<file path="src/rtl/fetch_ctrl_pkg.sv">
// Shared types and constants for the instruction fetch controller.
package fetch_ctrl_pkg;

    localparam int XLEN = 32;
    localparam logic [XLEN-1:0] INST_BYTES = 32'd4;

    typedef enum logic [1:0] {
        IDLE = 2'b00,
        REQ  = 2'b01,
        WAIT = 2'b10,
        HOLD = 2'b11
    } fetch_state_t;

    // Sequential fetch address; wraps modulo 2^32.
    function automatic logic [XLEN-1:0] pc_plus4(input logic [XLEN-1:0] pc);
        return pc + INST_BYTES;
    endfunction

endpackage

</file>
<file path="src/rtl/fetch_ctrl_if.sv">
// Instruction-memory request/grant/response bus between fetch and memory.
interface fetch_ctrl_if import fetch_ctrl_pkg::*; ();

    logic            im_req;
    logic [XLEN-1:0] im_addr;
    logic            im_gnt;
    logic            im_rvalid;
    logic [XLEN-1:0] im_rdata;

    modport master (
        output im_req, im_addr,
        input  im_gnt, im_rvalid, im_rdata
    );

    modport slave (
        input  im_req, im_addr,
        output im_gnt, im_rvalid, im_rdata
    );

endinterface

</file>
<file path="src/rtl/fetch_ctrl.sv">
// Single-outstanding instruction fetch FSM with holding buffer and
// wrong-path drop on branch redirect.
module fetch_ctrl import fetch_ctrl_pkg::*; #(
    parameter logic [XLEN-1:0] RESET_PC = 32'h0000_0000
) (
    input  logic            clk,
    input  logic            rst,
    input  logic            PC_Write,
    input  logic            Stall,
    input  logic            Branch_Taken,
    input  logic [XLEN-1:0] Branch_Target,
    fetch_ctrl_if.master    im,
    output logic [XLEN-1:0] inst_out,
    output logic [XLEN-1:0] PCAdd4_out,
    output logic            IM_busy
);

    fetch_state_t    state_r, state_n_s;
    logic [XLEN-1:0] pc_r, pc_n_s;
    logic [XLEN-1:0] buf_r, buf_n_s;
    logic            drop_r, drop_n_s;

    logic            word_valid_s;
    logic            present_s;
    logic            deliver_s;
    logic [XLEN-1:0] pc_inc_s;

    assign pc_inc_s = pc_plus4(pc_r);

    // A word is available from memory this cycle, or from the holding buffer.
    always_comb begin
        word_valid_s = 1'b0;
        if (state_r == WAIT) begin
            word_valid_s = im.im_rvalid & ~drop_r;
        end else if (state_r == HOLD) begin
            word_valid_s = 1'b1;
        end else begin
            word_valid_s = 1'b0;
        end
    end

    // A redirect squashes whatever word is on offer this cycle.
    assign present_s = word_valid_s & ~Branch_Taken;
    assign deliver_s = present_s & PC_Write & ~Stall;

    // IF/ID presentation and memory request decode.
    always_comb begin
        inst_out   = 32'd0;
        PCAdd4_out = 32'd0;
        if (present_s) begin
            inst_out   = (state_r == HOLD) ? buf_r : im.im_rdata;
            PCAdd4_out = pc_inc_s;
        end else begin
            inst_out   = 32'd0;
            PCAdd4_out = 32'd0;
        end
    end

    assign IM_busy    = ~present_s;
    assign im.im_req  = (state_r == REQ);
    assign im.im_addr = (state_r == REQ) ? pc_r : 32'd0;

    // Next-state, PC, buffer and drop-flag computation.
    always_comb begin
        state_n_s = state_r;
        pc_n_s    = pc_r;
        buf_n_s   = buf_r;
        drop_n_s  = drop_r;
        case (state_r)
            IDLE: begin
                state_n_s = REQ;
            end
            REQ: begin
                if (Branch_Taken) begin
                    pc_n_s = Branch_Target;
                end else begin
                    pc_n_s = pc_r;
                end
                if (im.im_gnt) begin
                    state_n_s = WAIT;
                    drop_n_s  = Branch_Taken;
                end else begin
                    state_n_s = REQ;
                end
            end
            WAIT: begin
                if (im.im_rvalid) begin
                    drop_n_s = 1'b0;
                    if (Branch_Taken) begin
                        pc_n_s    = Branch_Target;
                        state_n_s = REQ;
                    end else if (drop_r) begin
                        state_n_s = REQ;
                    end else if (deliver_s) begin
                        pc_n_s    = pc_inc_s;
                        state_n_s = REQ;
                    end else begin
                        buf_n_s   = im.im_rdata;
                        state_n_s = HOLD;
                    end
                end else if (Branch_Taken) begin
                    pc_n_s   = Branch_Target;
                    drop_n_s = 1'b1;
                end else begin
                    state_n_s = WAIT;
                end
            end
            HOLD: begin
                if (Branch_Taken) begin
                    pc_n_s    = Branch_Target;
                    state_n_s = REQ;
                end else if (deliver_s) begin
                    pc_n_s    = pc_inc_s;
                    state_n_s = REQ;
                end else begin
                    state_n_s = HOLD;
                end
            end
            default: begin
                state_n_s = IDLE;
            end
        endcase
    end

    // State registers; reset abandons any in-flight request.
    always_ff @(posedge clk or negedge rst) begin
        if (!rst) begin
            state_r <= IDLE;
            pc_r    <= RESET_PC;
            buf_r   <= 32'd0;
            drop_r  <= 1'b0;
        end else begin
            state_r <= state_n_s;
            pc_r    <= pc_n_s;
            buf_r   <= buf_n_s;
            drop_r  <= drop_n_s;
        end
    end

endmodule

</file>
<file path="src/flat_wrapper.sv">
// flat-port wrapper written by rule: the top's interface ports become plain ports
module fetch_ctrl_flat import fetch_ctrl_pkg::*;
#(
    parameter logic [XLEN-1:0] RESET_PC = 32'h0000_0000
)
  (clk, rst, PC_Write, Stall, Branch_Taken, Branch_Target, inst_out, PCAdd4_out, IM_busy, im_im_req, im_im_addr, im_im_gnt, im_im_rvalid, im_im_rdata);
  fetch_ctrl_if im_i ();
  input  logic clk;
  input  logic rst;
  input  logic PC_Write;
  input  logic Stall;
  input  logic Branch_Taken;
  input  logic [XLEN-1:0] Branch_Target;
  output logic [XLEN-1:0] inst_out;
  output logic [XLEN-1:0] PCAdd4_out;
  output logic IM_busy;
  output wire logic [$bits(im_i.im_req)-1:0] im_im_req;
  output wire logic [$bits(im_i.im_addr)-1:0] im_im_addr;
  input wire logic [$bits(im_i.im_gnt)-1:0] im_im_gnt;
  input wire logic [$bits(im_i.im_rvalid)-1:0] im_im_rvalid;
  input wire logic [$bits(im_i.im_rdata)-1:0] im_im_rdata;
  assign im_im_req = im_i.im_req;
  assign im_im_addr = im_i.im_addr;
  assign im_i.im_gnt = im_im_gnt;
  assign im_i.im_rvalid = im_im_rvalid;
  assign im_i.im_rdata = im_im_rdata;
  fetch_ctrl #(.RESET_PC(RESET_PC)) u_core (.clk(clk), .rst(rst), .PC_Write(PC_Write), .Stall(Stall), .Branch_Taken(Branch_Taken), .Branch_Target(Branch_Target), .im(im_i), .inst_out(inst_out), .PCAdd4_out(PCAdd4_out), .IM_busy(IM_busy));
endmodule
</file>
<file path="config.mk">
export PLATFORM = sky130hd
export DESIGN_NAME = fetch_ctrl_flat
export DESIGN_NICKNAME = d
export VERILOG_FILES = /design/src/rtl/fetch_ctrl_pkg.sv /design/src/rtl/fetch_ctrl_if.sv /design/src/rtl/fetch_ctrl.sv /design/src/flat_wrapper.sv
export SDC_FILE = /design/constraint.sdc
export NUM_CORES = 1
export LEC_CHECK = 0
export CAP_MARGIN = 0
export CORE_ASPECT_RATIO = 2
export CORE_MARGIN = 2
export CORE_UTILIZATION = 45
export DETAILED_ROUTE_END_ITERATION = 6
export PLACE_DENSITY_LB_ADDON = 0.1
export SLEW_MARGIN = 10
export SYNTH_ARGS = -nofsm -noshare
export SYNTH_HDL_FRONTEND = slang
export SYNTH_SLANG_ARGS = --single-unit
</file>
<file path="constraint.sdc">
create_clock -name clk -period 6.6 [get_ports clk]
set_clock_uncertainty 0.15 [all_clocks]
set_input_delay 1.32 -clock clk [delete_from_list [all_inputs] [get_ports clk]]
set_output_delay 1.32 -clock clk [all_outputs]
set_load 0.01 [all_outputs]
</file>
Yosys cells after proc, flatten, opt, wreduce, memory -nomap -nowiden

Index checks and enable logic that the tools add are counted.
Widths: inputs -> output; s select.

Add/subtract/negate cells: 1
Equal/unequal tests: 7
Muxes and demuxes: 25
Bitwise gates (word level): 9
Reductions and logical operators: 6

Operators with widths:

| cell                  | number |
|---|---|
| $mux 32               | 10 |
| $pmux 32 s3           | 1 |
| $add 32x3->32 const B | 1 |
| $mux 2                | 7 |
| $pmux 2 s4            | 1 |
| $ne 3x3->1 const B    | 2 |
| $mux 1                | 5 |
| $not 1->1             | 5 |
| $reduce_and 5->1      | 1 |
| $and 1x1->1           | 4 |
| $eq 2x2->1 const B    | 2 |
| $ne 4x4->1 const B    | 1 |
| $reduce_and 3->1      | 1 |
| $reduce_bool 3->1     | 1 |
| $eq 2x1->1 const B    | 1 |
| $logic_not 2->1       | 1 |
| $ne 2x1->1 const B    | 1 |
| $pmux 1 s2            | 1 |
| $reduce_and 2->1      | 1 |
| $reduce_bool 2->1     | 1 |

Register bits after elaboration: 67

Depth between registers and ports, before layout

Gate-level depths: netlist of run 1.

Word-level depth: 11
Depth in mapped cells: 8
Gate-level depth less buffers: 6

Worst setup path before layout of run 1

No wires, ideal clock.

Kind: input to output
Start point: input port Branch_Taken
End point: output port PCAdd4_out[24]
Data arrival time: 2.646 ns
Required time: 5.130 ns
Path slack: 2.484 ns
Stages on the path: 6
Path buffers: 3
Cells stage by stage: clkbuf_1 clkinv_1 nand2b_1 clkbuf_1 buf_1 nor2_1

Cells in the longest elaborated chain, start to end: 3

Ends and longest elaborated chain:

| item                       | RTL line           | text |
|---|---|---|
| from (decl)                | flat_wrapper.sv:12 | `input logic Branch_Taken;` |
| $not 1->1 (no source line) | n/a                |  |
| $and 1x1->1                | fetch_ctrl.sv:43   | `assign present_s = word_valid_s & ~Branch_Taken;` |
| $mux 32                    | fetch_ctrl.sv:50   | `if (present_s) begin` |
| to (decl)                  | flat_wrapper.sv:15 | `output logic [XLEN-1:0] PCAdd4_out;` |

Every way passes these cells.

Worst setup path after layout of run 1

Start point: input port im_im_rvalid
End point: output port inst_out[23]

Cells in the longest elaborated chain, start to end: 4

Ends and longest elaborated chain:

| item        | RTL line           | text |
|---|---|---|
| from (decl) | flat_wrapper.sv:20 | `input wire logic [$bits(im_i.im_rvalid)-1:0] im_im_rvalid;` |
| $and 1x1->1 | fetch_ctrl.sv:34   | `word_valid_s = im.im_rvalid & ~drop_r;` |
| $mux 1      | fetch_ctrl.sv:33   | `if (state_r == WAIT) begin` |
| $and 1x1->1 | fetch_ctrl.sv:43   |  |
| $mux 32     | fetch_ctrl.sv:50   |  |
| to (decl)   | flat_wrapper.sv:14 | `output logic [XLEN-1:0] inst_out;` |

Every way passes these cells.

==> results of run 1 <==
flip-flops by register name, indices dropped and copies added (netlist names):
register and flops:
u_core.buf_r 32, u_core.state_r 2, u_core.drop_r 1, u_core.pc_r 32
through the flow:
step                      cells  power [mW]  utilization (%)  hold slack [ns]  setup slack (ns)
after floorplan             575        1.55                -            0.308              2.48
after global placement      840        2.17             63.2            0.319             0.966
after detailed placement    840        2.20             63.2            0.325             0.881
after CTS                   856        2.73             66.4            0.338             0.858
after global routing        856        2.89             66.4            0.361             0.641
final                       856        2.72             66.4            0.335             0.846
how the worst max path moves through the flow:
| stage | to | slack (ns) | depth (start not counted) |
|---|---|---|---|
| 2_1_floorplan | PCAdd4_out[24] | 2.48 | 6 |
| 3_3_place_gp | inst_out[26] | 0.97 | 7 |
| 3_5_place_dp | inst_out[30] | 0.88 | 7 |
| 4_1_cts | inst_out[30] | 0.86 | 7 |
| 5_1_grt | inst_out[19] | 0.64 | 7 |
| 6_report | inst_out[23] | 0.85 | 7 |
routing by layer:
| layer | share of wire, % | vias to the layer above | global-route usage, % | wire, µm |
|---|---|---|---|---|
| li1 | - | 2321 | - | - |
| met2 | 54 | 201 | 49.5 | 8430 |
| met5 | 0 | - | 0 | 0 |
| met3 | 4.9 | 43 | 4.60 | 764 |
| met4 | 3.9 | 0 | 14.4 | 614 |
| met1 | 37 | 2402 | 31.1 | 5860 |
report_power, final:
| group | total (mW) | switching, mW | leakage, nW | internal, mW |
|---|---|---|---|---|
| Sequential | 0.814 | 0.227 | 0.808 | 0.587 |
| Clock | 0.515 | 0.185 | 0.141 | 0.331 |
| Combinational | 1.39 | 0.702 | 1.65 | 0.692 |
final cells by class:
type / count / area, µm² / area share (%)
inverters: 12 / 45.0 / 0.677
clock buffers: 10 / 229 / 3.44
clock inverters: 6 / 90.1 / 1.35
repair buffers: 180 / 1770 / 26.6
flip-flops and latches: 67 / 1680 / 25.2
multi-input cells: 446 / 2670 / 40.2
well taps: 135 / 169 / 2.54
logic make-up after synthesis:
family / Yosys count / synth area share [%]
adders and majority gates: 1 / 0.273
AOI/OAI and AO/OA: 137 / 18.3
and+or+nand+nor: 251 / 26.5
buffers and inverters: 62 / 5.54
xor gates and xnor gates: 22 / 4.20
DFF: 67 / 36.6
muxes: 35 / 8.54
worst max-delay path: stages:
cell and delay (ns):
clkdlybuf4s50_1 0.55, nor2b_1 0.26, o21ai_0 0.17, nand2b_2 0.76
buf_4 0.45, a21oi_1 0.16, clkdlybuf4s50_1 0.56
placed cells by master (no fill, tap or decap), types with 4 or more instances in the layout:
| cell type | instances |
|---|---|
| nand2_1 | 96 |
| xor2_1 | 4 |
| buf_4 | 12 |
| nor2_1 | 44 |
| xnor2_1 | 18 |
| clkinvlp_4 | 4 |
| clkbuf_16 | 9 |
| a211oi_1 | 4 |
| a22oi_1 | 5 |
| or3_1 | 6 |
| o31a_1 | 4 |
| a31oi_1 | 5 |
| nor3_1 | 25 |
| nor4_1 | 8 |
| and3_1 | 29 |
| o21ai_0 | 26 |
| o22ai_1 | 8 |
| dfrtp_1 | 67 |
| nand4_1 | 4 |
| a21oi_1 | 59 |
| nand3_1 | 17 |
| clkdlybuf4s50_1 | 167 |
| mux2_2 | 30 |
| inv_1 | 10 |
==> metrics.md, run 1 <==
| Metric | Value |
|---|---|
| Status | `finished, final reports clean` |
| Worst EP required | `5.13 ns` |
| Hold Crit Start | `u_core.buf_r[0]` |
| Leak Pwr | `2.60 nW` |
| Core Area | `0.0100 mm²` |
| Actual slew at the worst max-slew pin | `between 1 and 1.5 ns` |
| Root Buffer | `clkbuf_16` |
| Final hold viol count | `0` |
| Worst setup path start | `im_im_rvalid` |
| Minimum clock period after layout | `5.75 ns` |
| Avg Synthesized Cell Area | `7.98 µm²` |
| Clk slew on worst S/H paths | `0.05 ns` |
| Post-cts hold buffer count | `0` |
| Final wirelength | `15.7 mm` |
| DRC violations left | `0` |
| Async SR Flop Fraction | `100%` |
| Most frequent cell after synthesis | `nand2_1` |
| EDFF count, synth | `0` |
| H-tree levels | `3` |
| Crit Path Category | `input pin to output pin` |
| Post-DR vias/cell | `5.80` |
| TritonCTS buffer count | `9` |
| Row count | `52` |
| Post-DR wirelength/cell | `18.3 µm` |
| Netlist cell types | `between 50 and 60` |
| Critical Path Sink Type | `output pin` |
| Leading area contributor after synthesis | `dfrtp_1` |
| Post-Syn Instances | `575` |
| Final antenna-violating net count | `0` |
| Pin count of the biggest net entering global routing | `68` |
| Synth warn | `0` |
| Flop2flop setup slack | `3.43 ns` |
| RSZ-0062 raised after global routing | `false` |
| Startpoint types | `input pin` |
| #FFs+latches synth | `67` |
| Fraction of layout cells with a size suffix above 1 | `10.4%` |
| Total negative slack | `0 ns` |
| Initial DRC count | `244` |
| Share of the synthesized area in the top cell type | `36.6%` |
| R2R cell count | `6` |
| Reg2reg end | `u_core.pc_r[22]` |
| Rel. slew slack | `29.0%` |
| Initial antenna violation count | `0` |
| Placed cell area | `0.00633 mm²` |
| Critical path arrival | `4.28 ns` |
| Via count | `between 4,000 and 5,000` |
| Port Buffers | `168` |
| Final period util | `87.2%` |
| RD Place Congestion | `approximately 0.9` |
| Cell area after layout | `between 0.006 and 0.007 mm²` |
| Tot GR Track Use | `28.2%` |
| Syn Nets | `647` |
| Worst IR Drop VDD | `slightly above 0.2 mV` |
| Num ports | `~170` |
| Reg2reg start | `u_core.state_r[1]` |
| Chip width | `approximately 75 µm` |
| CTS max path bufs | `2` |
| Max-cap violation count | `0` |
| CTS sink cnt | `67` |
| Die area | `0.0111 mm²` |
| Initial Utilization | `45.8%` |
| Power per cell area | `410 mW/mm²` |
| Fin nets | `788` |
| Final setup violating endpoints | `0` |
| Post-synthesis sequential area ratio | `36.6%` |
| Synth cell count leaders | `96 x nand2_1, 67 x dfrtp_1, 59 x a21oi_1` |
| Slew Viols, Final | `0` |
| Die Y | `between 100 and 150 µm` |
| Cell depth of the worst hold path | `1` |
| Setup bufs post-CTS | `0` |
| Main synth FF type | `dfrtp_1` |
| Post-DP HPWL | `~11 mm` |
| # diodes | `0` |
| Critical Path Fanout Max | `51` |
| TritonCTS clock tree | `yes` |
| Fillers | `949` |
| Post-synthesis cell area | `0.00459 mm²` |
| Skew-Pair Late Insertion Delay | `roughly 0.33 ns` |
| DR pass1 iterations | `5` |
| Peak Freq | `174 MHz` |
| Hold/Removal Path Class | `flop to flop` |
| Synth top area cells | `dfrtp_1 37%, nand2_1 7.9%, mux2_2 7.4%` |
| Vias in the first global route | `4,956` |
| Overflow after GRT | `0` |
| Area growth, synth to finish | `45.0%` |
| Destination of the worst hold path | `u_core.buf_r[0]` |
| Post-CTS resize count | `0` |
| First-pass GRT wire length | `about 24 mm` |
Note: power is estimated with default switching activity, not from simulation.
==> run 2, diff against run 1 <==
==> constraint.sdc (replaced) <==
create_clock -name clk -period 6.6 [get_ports clk]
set_clock_uncertainty 0.15 [all_clocks]
set_input_delay 1.98 -clock clk [delete_from_list [all_inputs] [get_ports clk]]
set_output_delay 1.98 -clock clk [all_outputs]
set_load 0.01 [all_outputs]
==> run 2 against run 1 <==
Die area is the same; count of clock-buffer cells in the layout is the same; via count shrank 0.87%; combinational power is essentially flat; cell area grew 0.41%; fmax shrank 9.9%; core utilization grew 0.27 points; critical path depth is the same; critical path type unchanged; critical endpoint is now inst_out[28].
==> metrics.md, run 2 (synthesis gave the netlist of run 1 again) <==
| Metric | Value |
|---|---|
| Startpoint types | `input pin` |
| Final antenna-violating net count | `0 (unchanged)` |
| Peak Freq | `157 MHz (-9.9%)` |
| Sw Share | `40.7% (-0.23 points)` |
| Worst IR Drop VDD | `0.206 mV (+1.3%)` |
| Row count | `52 (unchanged)` |
| DRC violations left | `0 (unchanged)` |
| Initial antenna violation count | `0 (unchanged)` |
| Pin count of the biggest net entering global routing | `68 (unchanged)` |
| Hold/Removal Path Class | `flop to flop` |
| Final hold viol count | `0 (unchanged)` |
| Clk pwr share | `18.8% (about the same)` |
| Minimum clock period after layout | `6.39 ns (+0.633 ns)` |
| Hold Crit Start | `u_core.buf_r[2]` |
| Post-DR vias/cell | `5.74 (-1.1%)` |
| Initial DRC count | `213 (-13%)` |
| Clk slew on worst S/H paths | `0.05 ns (about the same)` |
| Post-DP HPWL | `11.2 mm (-0.10%)` |
| Vias in the first global route | `4,925 (-0.63%)` |
| Initial Utilization | `45.8% (unchanged)` |
| Core Area | `0.0100 mm² (unchanged)` |
| Destination of the worst hold path | `u_core.buf_r[2]` |
| Worst slack, placed | `0.242 ns (-0.639 ns)` |
| Final WS setup | `0.213 ns (-0.633 ns)` |
| H-tree levels | `3 (unchanged)` |
| TritonCTS buffer count | `9 (unchanged)` |
| Power per cell area | `408 mW/mm² (-0.30%)` |
| Post-cts hold buffer count | `0 (unchanged)` |
| Leak Pwr | `2.63 nW (+1.0%)` |
| DR WL met2 | `8.33 mm (-1.2%)` |
| Slew Viols, Final | `0 (unchanged)` |
| R2R cell count | `6 (unchanged)` |
| Worst hold margin | `0.337 ns (+0.00223 ns)` |
| Crit Path Category | `input pin to output pin` |
| Critical Path Sink Type | `output pin` |
| Int Pwr | `1.62 mW (+0.50%)` |
| Overflow after GRT | `0 (unchanged)` |
| Post-CTS resize count | `0 (unchanged)` |
| Chip width | `75.4 µm (unchanged)` |
| Setup bufs post-CTS | `0 (unchanged)` |
| # diodes | `0 (unchanged)` |
| CTS max path bufs | `2 (unchanged)` |
| Post-DR wirelength/cell | `18.1 µm (-1.1%)` |
| Fraction of layout cells with a size suffix above 1 | `10.7% (+0.25 points)` |
| Die Y | `147 µm (unchanged)` |
| Status | `finished, final reports clean` |
| Post-Route M1 WL | `5.44 mm (-7.1%)` |
| Num ports | `169 (unchanged)` |
| Via count | `4,924 (-0.87%)` |
| CTS sink cnt | `67 (unchanged)` |
| Reg2reg end | `u_core.pc_r[27]` |
| Max-cap violation count | `0 (unchanged)` |
| First-pass GRT wire length | `24.2 mm (-0.28%)` |
| Final setup violating endpoints | `0 (unchanged)` |
| Reg2reg start | `u_core.state_r[1]` |
| Sequential share of power | `30.2% (+0.3 points)` |
| Most common cell after layout, fill and taps aside | `clkdlybuf4s50_1` |
| Area growth, synth to finish | `45.6%` |
| Most frequent cells in the layout | `167 x clkdlybuf4s50_1, 96 x nand2_1, 67 x dfrtp_1` |
| Critical path arrival | `4.26 ns (-0.02 ns)` |
| Worst EP required | `4.47 ns (-0.66 ns)` |
| Flop2flop setup slack | `3.57 ns (+0.14 ns)` |
| Port Buffers | `168 (unchanged)` |
| RSZ-0062 raised after global routing | `false` |
| Tot GR Track Use | `28.4% (+0.22 points)` |
| Actual slew at the worst max-slew pin | `1.04 ns (-0.0242 ns)` |
| Sw Pwr | `1.11 mW (-0.45%)` |
| Skew-Pair Late Insertion Delay | `0.33 ns (about the same)` |
| Met3 WL post-DR | `991 µm (+30%)` |
| Highest metal used | `met4` |
| Total negative slack | `0 ns (unchanged)` |
| Fin nets | `790 (+0.25%)` |
| FF+latch area | `0.00168 mm² (unchanged)` |
| Rel. slew slack | `30.5% (+1.4 points)` |
| DR pass1 iterations | `5 (unchanged)` |
| Cell depth of the worst hold path | `1 (unchanged)` |
| Final period util | `96.8% (+9.6 points)` |
| Critical Path Fanout Max | `51 (unchanged)` |
| Comb power frac | `51.0% (-0.2 points)` |
| Root Buffer | `clkbuf_16` |
| RD Place Congestion | `0.892 (-2.8%)` |
| Regs by FF count | `u_core.buf_r: 32 flops, u_core.pc_r: 32 flops, u_core.state_r: 2 flops` |
| Final wirelength | `15.5 mm (-0.90%)` |
| Die area | `0.0111 mm² (unchanged)` |
| TritonCTS clock tree | `yes` |
| Fillers | `896 (-5.6%)` |
| Area of the multi-input gates | `0.00267 mm² (unchanged)` |
## run 2: worst max-delay path by stage
stage	startpoint	end	slack, ns	cells after the start
detailed placement	im_im_rvalid	inst_out[28]	0.24	7
CTS	im_im_rvalid	inst_out[28]	0.19	7
global route	im_im_rvalid	inst_out[28]	0.04	7
global placement	im_im_rvalid	inst_out[28]	0.26	7
floorplan	Branch_Taken	PCAdd4_out[24]	1.16	6
finish	im_im_rvalid	inst_out[28]	0.21	7
## run 2: power groups by stage
stage               Combinational [mW]  Sequential [mW]  Clock (mW)
finish                            1.39            0.824       0.512
global route                      1.50            0.856       0.539
CTS                               1.39            0.816       0.520
detailed placement                1.39            0.822           0
global placement                  1.37            0.809           0
floorplan                        0.856            0.696           0
## run 2: per-stage QoR
stage,area [µm²],utilization (%),power (mW),std cells
after floorplan,4590,-,1.55,575
after global placement,6360,63.4,2.17,842
after detailed placement,6360,63.4,2.21,842
after CTS,6680,66.6,2.73,858
after global routing,6680,66.6,2.90,858
final,6680,66.6,2.73,858
## run 2: cell type report
type,instances,share of cell area [%]
clock buffer,10,3.43
clock inverter,6,1.35
inverter,12,0.675
multi-input combinational,446,40.0
sequential,67,25.1
tap,135,2.53
timing repair buffer,182,26.9
## run 2: critical path, stage by stage
cell             delay [ns]
clkdlybuf4s50_1        0.57
nor2b_1                0.26
o21ai_0                0.17
nand2b_2               0.29
buf_12                 0.20
a21oi_1                0.20
clkdlybuf4s50_1        0.57
## run 2: metal layers
layer / GRT usage (%) / vias to the layer above
li1: - / 2322
met5: 0 / -
met1: 30.7 / 2315
met2: 51.0 / 234
met4: 15.0 / 0
met3: 3.50 / 53
==> run 3, diff against run 2 <==
Settings changed: CORE_UTILIZATION 45 to 49, MAX_ROUTING_LAYER set to met4, SKIP_LAST_GASP set to 1.
==> run 3 against run 2 <==
Worst setup slack worse by 0.084 ns; clock power is 7.2% lower; sequential share of layout area is 0.25 points higher; largest power group unchanged; final cell count is 3.7% lower; wire length is 1.7% higher; core utilization is 4.8 points higher; critical path type unchanged; fmax is 1.3% lower; worst hold slack better by 0.0051 ns; via count is 1.4% higher; critical path depth stayed put; cell area is 0.97% lower; largest cell class unchanged.
==> metrics.md, run 3 (synthesis gave the netlist of run 1 again) <==
| Metric | Value |
|---|---|
| Status | `finished, final reports clean` |
| Crit path max-delay family | `buffers and inverters` |
| # diodes | `0 (unchanged)` |
| Slew Viols, Final | `0 (unchanged)` |
| Setup bufs post-CTS | `0 (unchanged)` |
| Hold Crit Start | `u_core.buf_r[4]` |
| Actual slew at the worst max-slew pin | `0.989 ns (-0.0517 ns)` |
| Post-CTS resize count | `0 (unchanged)` |
| Destination of the worst hold path | `u_core.buf_r[4]` |
| Post-DR wirelength/cell | `19.1 µm (+5.7%)` |
| Critical Path Fanout Max | `14 (-73%)` |
| Reg2reg start | `u_core.state_r[1]` |
| RD Place Congestion | `0.991 (+11%)` |
| Row count | `50 (-3.8%)` |
| Via count | `4,993 (+1.4%)` |
| Worst path cell trace | `clkdlybuf4s50_1 > nor2b_1 > o21ai_0 > nand2b_2 > buf_4 > nor2_1 > clkdlybuf4s50_1` |
| Final period util | `98.0% (+1.3 points)` |
| Final hold viol count | `0 (unchanged)` |
| CTS sink cnt | `67 (unchanged)` |
| Reg2reg end | `u_core.pc_r[4]` |
| Cell area after layout | `0.00661 mm² (-0.97%)` |
| Power per cell area | `409 mW/mm² (+0.15%)` |
| CP bufs+invs | `3 (unchanged)` |
| Worst hold margin | `0.342 ns (+0.00515 ns)` |
| Fraction of layout cells with a size suffix above 1 | `10.7% (+0.015 points)` |
| Total negative slack | `0 ns (unchanged)` |
| Startpoint types | `input pin` |
| Root Buffer | `clkbuf_16` |
| R2R cell count | `7 (+1)` |
| Final antenna-violating net count | `0 (unchanged)` |
| Fillers | `789 (-12%)` |
| Crit Path Category | `input pin to output pin` |
| WP depth | `7 (unchanged)` |
| Initial DRC count | `324 (+52%)` |
| Max-cap violation count | `0 (unchanged)` |
| Sequential share of power | `29.3% (-0.9 points)` |
| Num ports | `169 (unchanged)` |
| Leak Pwr | `2.61 nW (-0.57%)` |
| DRC violations left | `0 (unchanged)` |
| Regs by FF count | `u_core.buf_r: 32 flops, u_core.pc_r: 32 flops, u_core.state_r: 2 flops` |
| Clk pwr share | `17.6% (-1.2 points)` |
| Rel. slew slack | `33.9% (+3.5 points)` |
| Pin count of the biggest net entering global routing | `49 (-28%)` |
| Cell depth of the worst hold path | `1 (unchanged)` |
| Crit path top cell by count | `clkdlybuf4s50_1` |
| Fin nets | `790 (unchanged)` |
| Tot GR Track Use | `31.9% (+3.5 points)` |
| Max incr delay on CP | `0.57 ns (about the same)` |
| RSZ-0062 raised after global routing | `false` |
| Post-cts hold buffer count | `0 (unchanged)` |
| CTS max path bufs | `2 (unchanged)` |
| H-tree levels | `3 (unchanged)` |
| Minimum clock period after layout | `6.47 ns (+0.0841 ns)` |
| Skew-Pair Late Insertion Delay | `0.33 ns (about the same)` |
| Worst IR Drop VDD | `0.248 mV (+20%)` |
| Comb power frac | `53.2% (+2.2 points)` |
| Overflow after GRT | `0 (unchanged)` |
| Area growth, synth to finish | `44.2%` |
| Die Y | `141 µm (-4.1%)` |
| TritonCTS buffer count | `9 (unchanged)` |
| Initial Utilization | `49.5% (+3.8 points)` |
| First-pass GRT wire length | `24.7 mm (+2.2%)` |
| Final setup violating endpoints | `0 (unchanged)` |
| Hold/Removal Path Class | `flop to flop` |
| Int Pwr | `1.58 mW (-2.3%)` |
| Post-DP HPWL | `11.4 mm (+1.6%)` |
| Post-DR vias/cell | `6.04 (+5.3%)` |
| Flop2flop setup slack | `3.66 ns (+0.09 ns)` |
| Vias in the first global route | `5,058 (+2.7%)` |
| Clk slew on worst S/H paths | `0.06 ns (about the same)` |
| Slowest cell on the critical path | `clkdlybuf4s50_1` |
| Initial antenna violation count | `0 (unchanged)` |
| Final wirelength | `15.8 mm (+1.7%)` |
| Chip width | `72.4 µm (-3.9%)` |
| Port Buffers | `168 (unchanged)` |
| Die area | `0.0102 mm² (-7.8%)` |
| DR pass1 iterations | `5 (unchanged)` |
| Peak Freq | `155 MHz (-1.3%)` |
| Sw Share | `41.6% (+0.87 points)` |
| Placed cell area | `0.00632 mm² (-0.61%)` |
| Most common cell after layout, fill and taps aside | `clkdlybuf4s50_1` |
| Critical Path Sink Type | `output pin` |
| Worst EP required | `4.47 ns (about the same)` |
| Sw Pwr | `1.12 mW (+1.3%)` |
| TritonCTS clock tree | `yes` |
| Core Area | `0.00926 mm² (-7.6%)` |
| Critical path arrival | `4.34 ns (+0.08 ns)` |
| Most frequent cells in the layout | `167 x clkdlybuf4s50_1, 96 x nand2_1, 67 x dfrtp_1` |
-- run 3: changes by cell type in the layout (fill, tap and decap cells not counted) --
cell        previous run  this run
clkinvlp_4             1         2
clkbuf_1               1         0
bufinv_16              2         1
-- run 3: power groups by stage --
| stage | registers, mW | logic (mW) | clock network (mW) |
|---|---|---|---|
| after floorplan | 0.696 | 0.856 | 0 |
| after global placement | 0.775 | 1.40 | 0 |
| after detailed placement | 0.786 | 1.43 | 0 |
| after CTS | 0.783 | 1.44 | 0.474 |
| after global routing | 0.816 | 1.55 | 0.493 |
| final | 0.791 | 1.44 | 0.475 |
-- run 3: through the flow --
step                      worst slack (ns)  std cells  power [mW]  utilization, %
after global routing                0.0161        826        2.86            71.4
after detailed placement             0.175        811        2.21            68.2
after floorplan                       1.16        575        1.55               -
after global placement               0.222        811        2.18            68.2
final                                0.129        826        2.70            71.4
after CTS                            0.154        826        2.70            71.4
-- run 3: layout make-up --
type                       count  area, µm²  area share, %
tap                          104        130           1.97
timing repair buffer         182       1790           27.1
clock inverter                 6       67.6           1.02
inverter                      12       45.0          0.681
multi-input combinational    446       2670           40.4
sequential                    67       1680           25.4
clock buffer                   9        225           3.41
-- run 3: worst reg2reg max path, stage by stage (launching register included) --
cell      delay [ns]
dfrtp_1         0.32
buf_4           0.25
nor4bb_1        0.51
o21ai_2         0.10
buf_4           0.27
a21oi_1         0.76
o21ai_0         0.28
a21oi_1         0.23
-- run 3: worst max path at each step --
| stage | startpoint | end | slack, ns |
|---|---|---|---|
| after floorplan | Branch_Taken | PCAdd4_out[24] | 1.16 |
| after global placement | im_im_rvalid | PCAdd4_out[24] | 0.22 |
| after detailed placement | im_im_rvalid | PCAdd4_out[24] | 0.17 |
| after CTS | im_im_rvalid | PCAdd4_out[24] | 0.15 |
| after global routing | im_im_rvalid | PCAdd4_out[24] | 0.02 |
| final | im_im_rvalid | PCAdd4_out[29] | 0.13 |
-- run 3: layer usage --
metal	vias up	part of all wire, %	track usage [%]
li1	2318	-	-
met1	2408	35	32.8
met2	224	55	57.7
met3	43	5.0	3.65
met4	0	4.1	16.1
met5	-	0	-
